--- config.mk ---
export PLATFORM = sky130hd
export DESIGN_NAME = ir_sample_seq_flat
export DESIGN_NICKNAME = d
export VERILOG_FILES = /design/src/rtl/ir_sample_seq_if.sv /design/src/rtl/ir_sample_seq.sv /design/src/flat_wrapper.sv
export SDC_FILE = /design/constraint.sdc
export NUM_CORES = 1
export LEC_CHECK = 0
export ABC_CLOCK_PERIOD_IN_PS = 1900
export CAP_MARGIN = 10
export CORE_MARGIN = 2
export CORE_UTILIZATION = 45
export CTS_BUF_LIST = sky130_fd_sc_hd__clkbuf_8 sky130_fd_sc_hd__clkbuf_16
export DETAILED_ROUTE_END_ITERATION = 8
export DONT_BUFFER_PORTS = 1
export PLACE_DENSITY = 0.62
export REMOVE_ABC_BUFFERS = 1
export SLEW_MARGIN = 20
export SYNTH_ARGS = -nofsm -noshare
export SYNTH_HDL_FRONTEND = slang
export SYNTH_SLANG_ARGS = --single-unit
export TNS_END_PERCENT = 50
--- constraint.sdc ---
create_clock -name clk -period 1.9 [get_ports clk]
set_input_delay 0.095 -clock clk [delete_from_list [all_inputs] [get_ports clk]]
set_output_delay 0.095 -clock clk [all_outputs]
set_load 0.005 [all_outputs]
--- src/rtl/ir_sample_seq_if.sv ---
// Sensor-sequencer bus: enable in, A2D handshake, IR emitter enable and the published 8-sensor frame.
// Latency: none, plain wires.
// Backpressure: none; the A2D side answers each strt_cnv with exactly one cnv_cmplt.
interface ir_sample_seq_if;
  logic        en;
  logic        cnv_cmplt;
  logic [11:0] res;
  logic        IR_en;
  logic        strt_cnv;
  logic [2:0]  chnnl;
  logic [11:0] IR_R0, IR_R1, IR_R2, IR_R3;
  logic [11:0] IR_L0, IR_L1, IR_L2, IR_L3;
  logic        IR_vld;
  logic        ovr;

  // Sequencer side
  modport master (
    input  en, cnv_cmplt, res,
    output IR_en, strt_cnv, chnnl,
    output IR_R0, IR_R1, IR_R2, IR_R3,
    output IR_L0, IR_L1, IR_L2, IR_L3,
    output IR_vld, ovr
  );

  // Environment side (A2D converter, enable source, frame consumer)
  modport slave (
    output en, cnv_cmplt, res,
    input  IR_en, strt_cnv, chnnl,
    input  IR_R0, IR_R1, IR_R2, IR_R3,
    input  IR_L0, IR_L1, IR_L2, IR_L3,
    input  IR_vld, ovr
  );
endinterface

--- src/rtl/ir_sample_seq.sv ---
// Sensor-frame sequencer: IR emitter timing, 8-channel A2D scan, double-buffered frame publish.
// Latency: frame lands 1 + SETTLE_CYC + sum(1 + A2D latency) + 1 cycles after the period tick (inclusive).
// Backpressure: none; a tick arriving while a frame is in flight is dropped and sets the sticky ovr flag.
module ir_sample_seq #(
  parameter logic [19:0] PERIOD_CYC = 20'd1000000,
  parameter logic [15:0] SETTLE_CYC = 16'd4096,
  parameter int          CNT_W      = 20
) (
  input logic             clk,
  input logic             rst_n,
  ir_sample_seq_if.master bus
);

  typedef enum logic [2:0] {
    IDLE   = 3'd0,
    SETTLE = 3'd1,
    CONV   = 3'd2,
    WAIT   = 3'd3,
    DONE   = 3'd4
  } state_t;

  // Terminal values of the period and settle counters (SETTLE_CYC must be at least 1).
  localparam logic [CNT_W-1:0] PERIOD_LAST = CNT_W'(PERIOD_CYC - 20'd1);
  localparam logic [15:0]      SETTLE_LAST = SETTLE_CYC - 16'd1;
  localparam logic [2:0]       K_LAST      = 3'd7;

  state_t           state_q, state_d;
  logic [CNT_W-1:0] cnt_q, cnt_d;
  logic [15:0]      stl_q, stl_d;
  logic [2:0]       k_q, k_d;
  logic             tick;
  logic             cap;       // store res into working register k this cycle
  logic             last_cap;  // capture of channel 7: frame complete
  logic             ovr_set;

  // Working registers fill during the scan; frame_q is what the consumer sees.
  // Index k maps even -> IR_R(k/2), odd -> IR_L(k/2).
  logic [11:0] work_q  [8];
  logic [11:0] frame_q [8];

  logic       ir_en_q;
  logic       strt_q;
  logic       vld_q;
  logic       ovr_q;
  logic [2:0] chnnl_q;

  // Period counter next value: free-runs while enabled, parked at zero otherwise.
  always_comb begin
    tick  = bus.en && (cnt_q == PERIOD_LAST);
    cnt_d = '0;
    if (bus.en && !tick) begin
      cnt_d = cnt_q + CNT_W'(1);
    end
  end

  // Scan FSM next state, settle counter, channel index and capture strobes.
  always_comb begin
    state_d  = state_q;
    stl_d    = stl_q;
    k_d      = k_q;
    cap      = 1'b0;
    last_cap = 1'b0;
    // Any tick outside IDLE (DONE included) is an overrun; the running frame is left alone.
    ovr_set  = tick && (state_q != IDLE);
    if (!bus.en) begin
      // Abort: working data is abandoned, published frame is untouched.
      state_d = IDLE;
    end else begin
      case (state_q)
        IDLE: begin
          if (tick) begin
            state_d = SETTLE;
            stl_d   = '0;
            k_d     = '0;
          end
        end
        SETTLE: begin
          if (stl_q == SETTLE_LAST) begin
            state_d = CONV;
          end else begin
            stl_d = stl_q + 16'd1;
          end
        end
        CONV: begin
          state_d = WAIT;
        end
        WAIT: begin
          if (bus.cnv_cmplt) begin
            cap = 1'b1;
            if (k_q == K_LAST) begin
              last_cap = 1'b1;
              state_d  = DONE;
            end else begin
              k_d     = k_q + 3'd1;
              state_d = CONV;
            end
          end
        end
        DONE: begin
          state_d = IDLE;
        end
        default: begin
          state_d = IDLE;
        end
      endcase
    end
  end

  // Sequencer state registers.
  always_ff @(posedge clk or negedge rst_n) begin
    if (!rst_n) begin
      state_q <= IDLE;
      cnt_q   <= '0;
      stl_q   <= '0;
      k_q     <= '0;
    end else begin
      state_q <= state_d;
      cnt_q   <= cnt_d;
      stl_q   <= stl_d;
      k_q     <= k_d;
    end
  end

  // Working buffer: one slot per channel, written as each conversion completes.
  always_ff @(posedge clk or negedge rst_n) begin
    if (!rst_n) begin
      for (int i = 0; i < 8; i++) begin
        work_q[i] <= '0;
      end
    end else if (cap) begin
      work_q[k_q] <= bus.res;
    end
  end

  // Registered outputs, decoded from the next state so they line up with the state they describe.
  always_ff @(posedge clk or negedge rst_n) begin
    if (!rst_n) begin
      ir_en_q <= 1'b0;
      strt_q  <= 1'b0;
      vld_q   <= 1'b0;
      ovr_q   <= 1'b0;
      chnnl_q <= '0;
    end else begin
      ir_en_q <= (state_d == SETTLE) || (state_d == CONV) || (state_d == WAIT);
      strt_q  <= (state_d == CONV);
      vld_q   <= (state_d == DONE);
      chnnl_q <= k_d;
      if (ovr_set) begin
        ovr_q <= 1'b1;
      end
    end
  end

  // Frame publish: loaded on entry to DONE so the new frame and IR_vld appear together.
  // Channel 7 is taken straight from res since its working slot is written on the same edge.
  always_ff @(posedge clk or negedge rst_n) begin
    if (!rst_n) begin
      for (int i = 0; i < 8; i++) begin
        frame_q[i] <= '0;
      end
    end else if (last_cap) begin
      for (int i = 0; i < 7; i++) begin
        frame_q[i] <= work_q[i];
      end
      frame_q[7] <= bus.res;
    end
  end

  assign bus.IR_en    = ir_en_q;
  assign bus.strt_cnv = strt_q;
  assign bus.chnnl    = chnnl_q;
  assign bus.IR_vld   = vld_q;
  assign bus.ovr      = ovr_q;
  assign bus.IR_R0    = frame_q[0];
  assign bus.IR_L0    = frame_q[1];
  assign bus.IR_R1    = frame_q[2];
  assign bus.IR_L1    = frame_q[3];
  assign bus.IR_R2    = frame_q[4];
  assign bus.IR_L2    = frame_q[5];
  assign bus.IR_R3    = frame_q[6];
  assign bus.IR_L3    = frame_q[7];

endmodule

--- src/flat_wrapper.sv ---
// flat-port wrapper written by rule: the top's interface ports become plain ports
module ir_sample_seq_flat 
#(
  parameter logic [19:0] PERIOD_CYC = 20'd1000000,
  parameter logic [15:0] SETTLE_CYC = 16'd4096,
  parameter int          CNT_W      = 20
)
  (clk, rst_n, bus_en, bus_cnv_cmplt, bus_res, bus_IR_en, bus_strt_cnv, bus_chnnl, bus_IR_R0, bus_IR_R1, bus_IR_R2, bus_IR_R3, bus_IR_L0, bus_IR_L1, bus_IR_L2, bus_IR_L3, bus_IR_vld, bus_ovr);
  ir_sample_seq_if bus_i ();
  input logic clk;
  input logic rst_n;
  input wire logic [$bits(bus_i.en)-1:0] bus_en;
  input wire logic [$bits(bus_i.cnv_cmplt)-1:0] bus_cnv_cmplt;
  input wire logic [$bits(bus_i.res)-1:0] bus_res;
  output wire logic [$bits(bus_i.IR_en)-1:0] bus_IR_en;
  output wire logic [$bits(bus_i.strt_cnv)-1:0] bus_strt_cnv;
  output wire logic [$bits(bus_i.chnnl)-1:0] bus_chnnl;
  output wire logic [$bits(bus_i.IR_R0)-1:0] bus_IR_R0;
  output wire logic [$bits(bus_i.IR_R1)-1:0] bus_IR_R1;
  output wire logic [$bits(bus_i.IR_R2)-1:0] bus_IR_R2;
  output wire logic [$bits(bus_i.IR_R3)-1:0] bus_IR_R3;
  output wire logic [$bits(bus_i.IR_L0)-1:0] bus_IR_L0;
  output wire logic [$bits(bus_i.IR_L1)-1:0] bus_IR_L1;
  output wire logic [$bits(bus_i.IR_L2)-1:0] bus_IR_L2;
  output wire logic [$bits(bus_i.IR_L3)-1:0] bus_IR_L3;
  output wire logic [$bits(bus_i.IR_vld)-1:0] bus_IR_vld;
  output wire logic [$bits(bus_i.ovr)-1:0] bus_ovr;
  assign bus_i.en = bus_en;
  assign bus_i.cnv_cmplt = bus_cnv_cmplt;
  assign bus_i.res = bus_res;
  assign bus_IR_en = bus_i.IR_en;
  assign bus_strt_cnv = bus_i.strt_cnv;
  assign bus_chnnl = bus_i.chnnl;
  assign bus_IR_R0 = bus_i.IR_R0;
  assign bus_IR_R1 = bus_i.IR_R1;
  assign bus_IR_R2 = bus_i.IR_R2;
  assign bus_IR_R3 = bus_i.IR_R3;
  assign bus_IR_L0 = bus_i.IR_L0;
  assign bus_IR_L1 = bus_i.IR_L1;
  assign bus_IR_L2 = bus_i.IR_L2;
  assign bus_IR_L3 = bus_i.IR_L3;
  assign bus_IR_vld = bus_i.IR_vld;
  assign bus_ovr = bus_i.ovr;
  ir_sample_seq #(.PERIOD_CYC(PERIOD_CYC), .SETTLE_CYC(SETTLE_CYC), .CNT_W(CNT_W)) u_core (.clk(clk), .rst_n(rst_n), .bus(bus_i));
endmodule
### Yosys cells after proc, flatten, opt, wreduce, memory -nomap -nowiden

Cells that the tools add are included.

* register bits: 238
* input port bits: 16
* output and inout port bits: 103
* word-level logic and storage cells: 81

* $add $sub $neg: 3
* magnitude comparators: 2
* equal/unequal tests: 14
* muxes and demuxes: 24
* bitwise operators: 1
* reduce and logical (&&, ||, !) cells: 13

Operators by type and width (number)
* bitwise mux 96 bit: 1
* demux 12 bit (select 3 bit): 1
* two-way mux 16 bit: 2
* case mux 16 bit (2 select lines): 1
* two-way mux 3 bit: 8
* adder 20 x 1 -> 20 bit, second input constant: 1
* == test 20 bit, second input constant: 1
* two-way mux 20 bit: 1
* adder 16 x 1 -> 16 bit, second input constant: 1
* == test 16 x 12 -> 1 bit, second input constant: 1
* == test 3 x 2 -> 1 bit, second input constant: 4
* two-way mux 12 bit: 1
* case mux 3 bit (4 select lines): 1
* two-way mux 1 bit: 7
* == test 3 x 1 -> 1 bit, second input constant: 2
* == test 3 bit, second input constant: 2
* inequality test 2 bit, second input constant: 3
* case mux 3 bit (2 select lines): 1
* AND reduction 5 bit: 1
* greater-or-equal comparator 4 bit, second input constant: 1
* logical AND 1 bit: 4
* < comparator 4 x 1 -> 1 bit, second input constant: 1
* NOT 3 -> 4 bit: 1
* AND reduction 4 bit: 1
* 7 further kinds: 9

### Depth between registers and ports, before layout

Gate-level depths: netlist of the first run.

* depth in word-level cells: 8
* depth in mapped cells: 7
* gate-level depth less buffers: 7

### Worst setup path after synthesis of the first run

OpenSTA, ideal clock, no wires.

* path type: flip-flop to flip-flop
* from: register u_core.cnt_q[0]
* to: register u_core.stl_q[0]
* setup time: 0.125 ns
* arrival time: 1.884 ns
* required time: 1.775 ns
* slack: -0.108 ns
* stages on the path, launching flop included: 7
* path buffers: 0
* period minus slack after synthesis: 2.008 ns
* cell sequence: dfrtp_1 ha_1 nand2_1 or4_4 nor3_4 o211ai_2 mux2_2

* longest elaborated chain between the ends: 4

Ends and longest elaborated chain
* start: declaration: RTL line ir_sample_seq.sv:28 `logic [CNT_W-1:0] cnt_q, cnt_d;`
* start signal: assignment: RTL line ir_sample_seq.sv:118 `cnt_q <= cnt_d;`
* == test 20 bit: RTL line ir_sample_seq.sv:49 `tick = bus.en && (cnt_q == PERIOD_LAST);`
* logical AND 1 bit: RTL line ir_sample_seq.sv:49
* inequality test 2 x 1 -> 1 bit (no source line)
* AND reduction 4 bit (no source line)
* end signal: assignment: RTL line ir_sample_seq.sv:119 `stl_q <= stl_d;`
* end: declaration: RTL line ir_sample_seq.sv:29 `logic [15:0] stl_q, stl_d;`

Every way passes these cells.
A chain may end at the register's enable or synchronous reset.

### Final worst setup path of the first run

* from: register u_core.cnt_q[15]
* to: register u_core.stl_q[0]

Same word-level chain as after synthesis.

==> results of run 1 <==
## how the worst min path moves through the flow
stage          start  cells after the start                   to
2_1_floorplan  rst_n                      0  u_core.bus.IR_L0[0]
3_3_place_gp   rst_n                      0     u_core.cnt_q[18]
3_5_place_dp   rst_n                      0     u_core.cnt_q[16]
4_1_cts        rst_n                      0     u_core.stl_q[13]
5_1_grt        rst_n                      0    u_core.state_q[1]
6_report       rst_n                      0    u_core.state_q[1]
## worst reg2reg max path: stages, from the launching register on
cell and delay (ns):
dfrtp_1 0.40, nand3b_1 0.18, or4_4 0.58, nor3_4 0.26, o211ai_2 0.14, mux2_2 0.27
## flip-flops by register name (all words and copies together), names as in the netlist, 3 cells and up
register	cells
u_core.k_q	3
u_core.bus.IR_R0	12
u_core.bus.IR_R1	12
u_core.bus.IR_L0	12
u_core.bus.IR_L2	12
u_core.cnt_q	20
u_core.work_q	84
u_core.bus.IR_L3	12
u_core.stl_q	16
u_core.bus.IR_R2	12
u_core.bus.IR_L1	12
u_core.bus.IR_R3	12
u_core.state_q	3
## report_power, final
part	switching, mW	internal (mW)	leakage (nW)
logic	0.0751	0.0717	1.73
clock network	1.82	2.77	0.408
registers	0.0113	4.83	3.14
total	1.91	7.67	5.28
## cell type report
| type | count | area, um2 | share of cell area, % |
|---|---|---|---|
| inverters | 9 | 33.8 | 0.310 |
| multi-input cells | 374 | 3400 | 31.2 |
| well taps | 265 | 332 | 3.05 |
| flip-flops and latches | 226 | 5660 | 52.0 |
| clock buffers | 32 | 722 | 6.63 |
| repair buffers | 69 | 684 | 6.29 |
| clock inverters | 8 | 62.6 | 0.575 |
## cell usage in the layout (no fill, tap or decap), drive strengths merged, types with 2 or more instances in the layout
master       Yosys  layout
dlygate4sd3      0      14
nor3b            4       4
nand3b           3       3
nor2            46      46
and3             3       3
o21ai            5       5
inv              9      15
mux2           182     182
xor2            11      11
ha               4       4
a22o             3       3
nor2b            3       3
or3              4       4
buf             22      54
nor4b            2       2
o211ai           2       2
xnor2           18      18
nand4            8       8
clkbuf           3      33
nor3            10      10
nor4            10      10
nand2b           2       2
nand3           15      15
dfrtp          226     226
nand2           21      21
or4              3       3
a21oi            5       5
## logic make-up (layout without fill, tap and decap cells)
logic type / Yosys count / count (layout) / synth area share, %
DFF: 226 / 226 / 62.4
muxes: 183 / 183 / 22.7
and+or+nand+nor: 140 / 140 / 8.39
buffers and inverters: 34 / 118 / 1.78
xor gates and xnor gates: 29 / 29 / 2.80
AOI/OAI and AO/OA: 18 / 18 / 1.34
adders and majority gates: 4 / 4 / 0.552
## through the flow
stage / power [mW] / setup TNS (ns) / cell area (um2) / cells / setup WS, ns
3_3_place_gp: 5.00 / -0.374 / 9670 / 916 / -0.0763
3_5_place_dp: 5.00 / -1.08 / 9670 / 916 / -0.170
4_1_cts: 9.69 / -0.0449 / 10700 / 974 / -0.0159
6_report: 9.58 / -0.0897 / 10900 / 983 / -0.0262
5_1_grt: 9.91 / -2.60 / 10900 / 983 / -0.113
2_1_floorplan: 4.97 / -232.89 / 8930 / 609 / -2.06
## per-layer routing
metal	vias up	GRT usage (%)
met5	-	0
met4	0	5.10
met3	28	4.70
met2	113	29.4
met1	2753	24.0
li1	2365	-
## what timing repair did
action / in CTS / in global routing
buffers inserted: 4 / 8
gates resized for setup: 10 / 28
hold endpoints to repair: 363 / 226
endpoints found under the setup margin: 21 / 160
pin swaps: 13 / 10
gates cloned: 0 / 1
==> results.md, run 1 <==
* Top FF cell, synth: dfrtp_1
* Hold_buf cts at 14
* Top-area cell type share of the netlist area at a little over three fifths
* Critical path cell sequence: nand3b_1 -> or4_4 -> nor3_4 -> o211ai_2 -> mux2_2
* Syn. warnings at 0
* Max Cap Viol at 0
* WS Path Type: reg -> reg
* Final net count at between 700 and 800
* Filler cells at roughly 1600
* Asr flop ratio synth at 100%
* Final count of hold timing violations at around 230
* Gate Count Post-Synth at approximately 630
* Drt drc at 0
* Final ANT Viol Nets at 0
* Synth top cells by count: 226 x dfrtp_1, 182 x mux2_2, 45 x nor2_1
* Mean Syn Cell Area at between 10 and 15 um2
* R2R depth at 5
* Post-synth cell types at 47
* Max stage delay cell, worst path: or4_4
* Total GRT Usage at between 15 and 20%
* Vias in the first global route at 5439
* CTS Buf Count at 25
* Worst Tran Pin Value at approximately 0.56 ns
* Antenna violations before repair at 0
* Initial Utilization at between 40% and 50%
* Largest net degree at the start of global routing at 227
* Max Buffers Root-to-Sink at 3
* Routed WL at 19100 um
* Fmax at ~0.52 GHz
* Pwr/cell area at roughly 880 nW/um2
* Failing checks: hold timing, setup timing
* Root Driver: clkbuf_16
* Fin worst setup slack at -0.0262 ns
* Max Slew Vio Count at 0
* Slew margin rel. at ~63%
* M1 wire length at 8180 um
* Cell family with most CP delay: simple AND/OR/NAND/NOR gates
* Worst Hold Class: in -> async
* Antenna fix cells at 0
* Area of the die at around 21000 um2
* Most instantiated library cell after synthesis: dfrtp_1
* Core Footprint at between 15000 and 20000 um2
* RR Endpoint: u_core.stl_q[0]
* Leading area contributor after synthesis: dfrtp_1
* Minimum clock period at approximately 1.9 ns
* Crit. End Element: flop
* CTS tree: built
* CP Buf/Inv Count at 0
* Post-route clock period utilization at 101%
* Crit path to: u_core.stl_q[0]
* Critical Path AT at between 2 and 2.5 ns
* Max Used Layer: met4
* Worst Hold Slack at -0.714 ns
* Met2 wire len at 9340 um
* Pleak at ~5.3 nW
* Reg2Reg Setup Slack at -0.03 ns
* WP depth at 5
* RSZ-0062 raised after global routing: yes
* Violation count after the first detailed-route iteration at ~280
* CP startpoint kind: flop
* Max FO, Critical Path at 4
* Skew-Pair Late Insertion Delay at ~0.52 ns
* Layout overhead on the synthesized area at 20.1%
* Post-synth EDFFs at 0
* Crit. Startpoint: u_core.cnt_q[15]
* Post-Syn Area at around 9100 um2
* RR Startpoint: u_core.cnt_q[15]
* Pre-antenna DRT Iters at 4
* Seq/Total Area, Yosys at around 62%
* Ranking of synthesized cells by area: dfrtp_1 62%, mux2_2 23%, nor2_1 1.9%
* Ports at 119
* Outcome: finished, violations left
* First-pass GRT wire length at about 31000 um
* HPWL after DPL at about 12000 um
* Die X at 146 um
* Final setup viols at 5
* Core Rows at 51
* Flops & latches, synth at ~230
* GPL Wtd Cong at around 0.8
* Via density at between 5 and 6
* Clk pin slew, worst setup/hold paths at about 0.060 ns
* H-tree levels at 1
* Die Span Y at between 100 and 150 um
* PortBufs at 0
* Wire length on met3 at about 1100 um
* WP data required at 2.31 ns
* Worst path max stage delay at 0.58 ns
* DR vias at approximately 5300
* GR Overflow Total at 0
* Drt wl/cell at around 19 um
* Share of cells above drive strength 1 at 41.4%
* Max Clock Skew at 0.0187 ns
* Clock Sinks at 226
* Maximum VDD drop at 0.000729 V
* Utilization after layout at a little under three fifths
No activity file was read; power rests on OpenSTA's default activity.
==> run 2, diff against run 1 <==
- ABC_CLOCK_PERIOD_IN_PS: 1900 -> unset
- PLACE_DENSITY: 0.62 -> 0.6
- clock period: 1.9 -> 2 ns (I/O delays scaled with it)
==> results.md, run 2 (same netlist as run 1, synthesis figures left out) <==
* Drt drc at 0 (unchanged)
* Worst Hold Class: in -> async (unchanged)
* CTS Buf Count at 25 (unchanged)
* Pwr/cell area at 881 nW/um2 (was 880 nW/um2)
* Outcome: finished, violations left (unchanged)
* R2R depth at 6 (was 5)
* Commonest cells after routing, fill and taps aside: 226 x dfrtp_1, 182 x mux2_2, 44 x nor2_1 (was 226 x dfrtp_1, 164 x mux2_2, 43 x nor2_1)
* Setup TNS at 0 ns (was -0.0897 ns)
* Failing checks: hold timing (was hold timing, setup timing)
* Critical Path AT at 2.34 ns (was 2.33 ns)
* Pre-antenna DRT Iters at 4 (unchanged)
* Share of cells above drive strength 1 at 39.7% (was 41.4%)
* Total GRT Usage at 17.7% (was 18.0%)
* Slew margin rel. at 63.7% (was 62.5%)
* Hold_buf cts at 14 (unchanged)
* Largest register FFs at 84 (unchanged)
* Drt wl/cell at 19.1 um (was 19.4 um)
* Initial Utilization at 46.3% (unchanged)
* Non-Filler Instances at 974 (was 983)
* CP startpoint kind: flop (unchanged)
* Clock Sinks at 226 (unchanged)
* Violation count after the first detailed-route iteration at 274 (was 279)
* Fmax at 0.518 GHz (was 0.519 GHz)
* Flop pwr share at 49.0% (was 50.5%)
* Clk pin slew, worst setup/hold paths at 0.06 ns (about the same)
* WS Path Type: reg -> reg (unchanged)
* Final ANT Viol Nets at 0 (unchanged)
* Via density at 5.33 (was 5.35)
* Int Power at 7.55 mW (was 7.67 mW)
* Maximum VDD drop at 0.000574 V (was 0.000729 V)
* Vias in the first global route at 5521 (was 5439)
* HPWL after DPL at 12000 um (was 12100 um)
* First-pass GRT wire length at 30400 um (was 30800 um)
* Sw Ratio at 19.7% (was 19.9%)
* Ports at 119 (unchanged)
* Worst Hold Slack at -0.710 ns (was -0.714 ns)
* GPL Wtd Cong at 0.776 (was 0.800)
* M1 wire length at 7680 um (was 8180 um)
* Root Driver: clkbuf_16 (unchanged)
* Largest regs: u_core.work_q x84, u_core.cnt_q x20, u_core.stl_q x16 (unchanged)
* Commonest non-fill, non-tap cell in the layout: dfrtp_1 (unchanged)
* CTS tree: built (unchanged)
* Largest Register: u_core.work_q (unchanged)
* Clock share of power at 49.7% (was 47.9%)
* Max Clock Skew at 0.00844 ns (was 0.0187 ns)
* Layout overhead on the synthesized area at 17.8% (was 20.1%)
* Met2 wire len at 9190 um (was 9340 um)
* GR Overflow Total at 0 (unchanged)
* Die Span Y at 146 um (unchanged)
* Psw at 1.85 mW (was 1.91 mW)
* Routed WL at 18600 um (was 19100 um)
* RSZ-0062 raised after global routing: no (was yes)
* PortBufs at 0 (unchanged)
* Max Buffers Root-to-Sink at 3 (unchanged)
* Wire length on met3 at 1310 um (was 1140 um)
* Max Used Layer: met4 (unchanged)
* Comb power frac at 1.3% (was 1.5%)
* Antenna violations before repair at 1 (was 0)
* Dpl cells at 910 (was 916)
* Core Rows at 51 (unchanged)
* DR vias at 5191 (was 5259)
* Place WS at 0.0193 ns (was -0.170 ns)
* WP data required at 2.41 ns (was 2.31 ns)
* H-tree levels at 1 (unchanged)
* Filler cells at 1641 (was 1605)
* Final net count at 710 (was 725)
* Max FO, Critical Path at 4 (unchanged)
* Max Slew Vio Count at 0 (unchanged)
* Crit. End Element: flop (unchanged)
* Fin worst setup slack at 0.0683 ns (was -0.0262 ns)
* Max Cap Viol at 0 (unchanged)
* Die X at 146 um (unchanged)
* Final count of hold timing violations at 226 (unchanged)
* Skew-Pair Late Insertion Delay at 0.52 ns (about the same)
* Largest net degree at the start of global routing at 227 (unchanged)
* Minimum clock period at 1.93 ns (about the same)
* Final setup viols at 0 (was 5)
* Pleak at 5.22 nW (was 5.28 nW)
* Post-route clock period utilization at 96.6% (was 101%)
* Worst Tran Pin Value at 0.540 ns (was 0.558 ns)
* Core Footprint at 19600 um2 (unchanged)
* Area of the die at 21300 um2 (unchanged)
## run 2: power by group through the flow
stage                     registers [mW]  clock network, mW  logic (mW)
final                               4.60               4.68       0.123
after global routing                4.60               5.06       0.133
after CTS                           4.60               4.82       0.121
after detailed placement            4.68                  0      0.0697
after global placement              4.68                  0      0.0667
after floorplan                     4.69                  0      0.0364
## run 2: final timing paths
kind | start | to | slack, ns
max | u_core.cnt_q[1] | u_core.k_q[0] | 0.07
min | rst_n | u_core.bus.IR_L3[8] | -0.71
max reg2reg | u_core.cnt_q[1] | u_core.k_q[0] | 0.07
min reg2reg | u_core.work_q[64] | u_core.bus.IR_R1[4] | 0.50
max in group asynchronous | rst_n | u_core.cnt_q[1] | 2.30
min in group clk | bus_en | u_core.bus.ovr | 0.46
## run 2: layout make-up
type                            instances  area [um2]  area share, %
Antenna cell                            1        2.50         0.0234
Sequential cell                       226        5660           53.0
Clock inverter                         14         159           1.49
Timing Repair Buffer                   54         475           4.45
Tap cell                              265         332           3.11
Inverter                                9        33.8          0.317
Multi-Input combinational cell        374        3310           31.0
Clock buffer                           31         708           6.64
## run 2: per-stage QoR
stage               instance area (um2)  util [%]  power, mW
global route                      10700      54.5       9.79
finish                            10700      54.5       9.40
global placement                   9600      49.0       4.75
CTS                               10600      54.1       9.54
floorplan                          8930         -       4.72
detailed placement                 9600      49.0       4.75
## run 2: timing repair
action                     in CTS  in global routing
resized for setup               0                  7
setup buffers                   0                  3
hold endpoints to repair      353                226
setup endpoints to repair       0                 21
## run 2: worst max-delay path, stage by stage (launching register included)
cell	delay [ns]
dfrtp_1	0.37
ha_1	0.18
nand2_1	0.07
or4_4	0.56
o32ai_2	0.27
nand2_1	0.11
mux2_2	0.27
## run 2: layer usage
metal  track usage [%]  vias to the layer above
met3              4.67                       31
li1                  -                     2351
met4              5.64                        0
met2              29.6                      121
met1              22.4                     2688
met5                 0                        -
==> run 3, diff against run 2 <==
- CORE_UTILIZATION: 45 -> 56
- PLACE_DENSITY: 0.6 -> 0.71
==> results.md, run 3 (same netlist as run 1, synthesis figures left out) <==
* Commonest non-fill, non-tap cell in the layout: dfrtp_1 (unchanged)
* Die Span Y at 131 um (was 146 um)
* Pwr/cell area at 845 nW/um2 (was 881 nW/um2)
* Share of cells above drive strength 1 at 38.5% (was 39.7%)
* Outcome: finished, violations left (unchanged)
* Non-Filler Instances at 913 (was 974)
* Via density at 5.61 (was 5.33)
* First-pass GRT wire length at 29000 um (was 30400 um)
* Pre-antenna DRT Iters at 4 (unchanged)
* Crit. End Element: flop (unchanged)
* Max FO, Critical Path at 4 (unchanged)
* Maximum VDD drop at 0.000571 V (was 0.000574 V)
* Final setup viols at 0 (unchanged)
* Seq. cell area at 5660 um2 (unchanged)
* Minimum clock period at 1.95 ns (was 1.93 ns)
* CTS tree: built (unchanged)
* Max Clock Skew at 0.00988 ns (was 0.00844 ns)
* Antenna violations before repair at 0 (was 1)
* Max Slew Vio Count at 0 (unchanged)
* Final ANT Viol Nets at 0 (unchanged)
* Clock share of power at 46.7% (was 49.7%)
* Worst Hold Class: in -> async (unchanged)
* Post-route clock period utilization at 97.4% (was 96.6%)
* Sw Ratio at 19.9% (was 19.7%)
* Area of the die at 17200 um2 (was 21300 um2)
* Clock Sinks at 226 (unchanged)
* Root Driver: clkbuf_16 (unchanged)
* Multi-input gate area at 3280 um2 (was 3310 um2)
* HPWL after DPL at 11400 um (was 12000 um)
* Drt drc at 0 (unchanged)
* Fmax at 0.513 GHz (was 0.518 GHz)
* Routed WL at 17600 um (was 18600 um)
* Worst Tran Pin Value at 0.528 ns (was 0.540 ns)
* Max Buffers Root-to-Sink at 3 (unchanged)
* Antenna fix cells at 0 (was 1)
* Worst Hold Slack at -0.708 ns (was -0.710 ns)
* Final count of hold timing violations at 226 (unchanged)
* Clk pin slew, worst setup/hold paths at 0.06 ns (about the same)
* Dpl cells at 857 (was 910)
* Violation count after the first detailed-route iteration at 266 (was 274)
* Largest regs: u_core.work_q x84, u_core.cnt_q x20, u_core.stl_q x16 (unchanged)
* Largest register FFs at 84 (unchanged)
* Hold_buf cts at 14 (unchanged)
* Total GRT Usage at 20.8% (was 17.7%)
* Comb power frac at 1.3% (about the same)
* Initial Utilization at 57.3% (was 46.3%)
* Max Cap Viol at 0 (unchanged)
* GR Overflow Total at 0 (unchanged)
* WS Path Type: reg -> reg (unchanged)
* H-tree levels at 1 (unchanged)
* Core Footprint at 15800 um2 (was 19600 um2)
* GPL Wtd Cong at 0.808 (was 0.776)
* Commonest cells after routing, fill and taps aside: 226 x dfrtp_1, 182 x mux2_2, 44 x nor2_1 (unchanged)
* Pleak at 5.13 nW (was 5.22 nW)
* Largest Register: u_core.work_q (unchanged)
* PortBufs at 0 (unchanged)
* CTS Buf Count at 23 (was 25)
* DR vias at 5122 (was 5191)
* Slew margin rel. at 64.5% (was 63.7%)
* Final net count at 701 (was 710)
* Flop pwr share at 52.0% (was 49.0%)
* Skew-Pair Late Insertion Delay at 0.51 ns (was 0.52 ns)
* Filler cells at 1147 (was 1641)
* Drt wl/cell at 19.3 um (was 19.1 um)
* Die X at 131 um (was 146 um)
* Vias in the first global route at 5468 (was 5521)
* Layout overhead on the synthesized area at 15.4% (was 17.8%)
* Failing checks: hold timing (unchanged)
* Largest net degree at the start of global routing at 227 (unchanged)
* RSZ-0062 raised after global routing: no (unchanged)
* Ports at 119 (unchanged)
* Reg2Reg Setup Slack at 0.05 ns (was 0.07 ns)
* Psw at 1.76 mW (was 1.85 mW)
* WP data required at 2.39 ns (was 2.41 ns)
* Critical Path AT at 2.34 ns (about the same)
* CP startpoint kind: flop (unchanged)
* Int Power at 7.08 mW (was 7.55 mW)
* Core Rows at 46 (was 51)
run 3: changes by cell type in the layout (fill, tap and decap cells not counted), sizes merged:
cell,previous run,this run
clkinv,5,2
buf,40,33
clkbuf,31,32
bufinv,3,0
clkinvlp,0,1
diode,1,0
run 3: final timing paths:
path | start | endpoint | depth (start not counted)
max reg2reg | u_core.cnt_q[1] | u_core.k_q[0] | 6
min in group clk | bus_en | u_core.stl_q[1] | 4
max in group asynchronous | rst_n | u_core.cnt_q[15] | 0
max | u_core.cnt_q[1] | u_core.k_q[0] | 6
min | rst_n | u_core.stl_q[11] | 0
min reg2reg | u_core.work_q[52] | u_core.work_q[52] | 1
run 3: cell type report:
class | count | area share [%]
multi-input cells | 374 | 31.3
flip-flops and latches | 226 | 54.1
well taps | 216 | 2.58
clock buffers | 32 | 6.69
clock inverters | 9 | 0.538
repair buffers | 47 | 4.46
inverters | 9 | 0.323
run 3: stage by stage:
step | setup TNS (ns) | worst slack (ns) | utilization, % | area (um2) | power, mW
floorplan | -214.74 | -1.96 | - | 8930 | 4.72
global placement | 0 | 0.0352 | 60.2 | 9530 | 4.74
detailed placement | -0.0576 | -0.0282 | 60.2 | 9530 | 4.75
CTS | 0 | 0.0108 | 65.9 | 10400 | 8.94
global route | 0 | 0.00656 | 66.1 | 10500 | 9.18
finish | 0 | 0.0522 | 66.1 | 10500 | 8.84
run 3: per-layer routing:
metal / routed length [um] / vias up / GRT usage, %
li1: - / 2341 / -
met1: 7290 / 2652 / 26.5
met2: 8960 / 104 / 35.8
met3: 1120 / 25 / 5.90
met4: 255 / 0 / 4.77
met5: 0 / - / 0
run 3: power groups by stage:
stage	clock [mW]	sequential, mW	combinational [mW]
3_5_place_dp	0	4.68	0.0639
2_1_floorplan	0	4.69	0.0364
5_1_grt	4.45	4.60	0.129
4_1_cts	4.23	4.60	0.112
6_report	4.13	4.60	0.117
3_3_place_gp	0	4.68	0.0618
run 3: worst max-delay path, stage by stage, from the launching register on:
cell     delay (ns)
dfrtp_1        0.38
ha_1           0.18
nand2_1        0.05
or4_4          0.56
o32ai_2        0.26
nand2_1        0.12
mux2_2         0.29
run 3: repair_timing:
action	4_1_cts	5_1_grt
buffers inserted	0	1
pin swaps	0	3
resized for setup	1	4
endpoints found under the hold margin	353	226
endpoints found under the setup margin	5	22
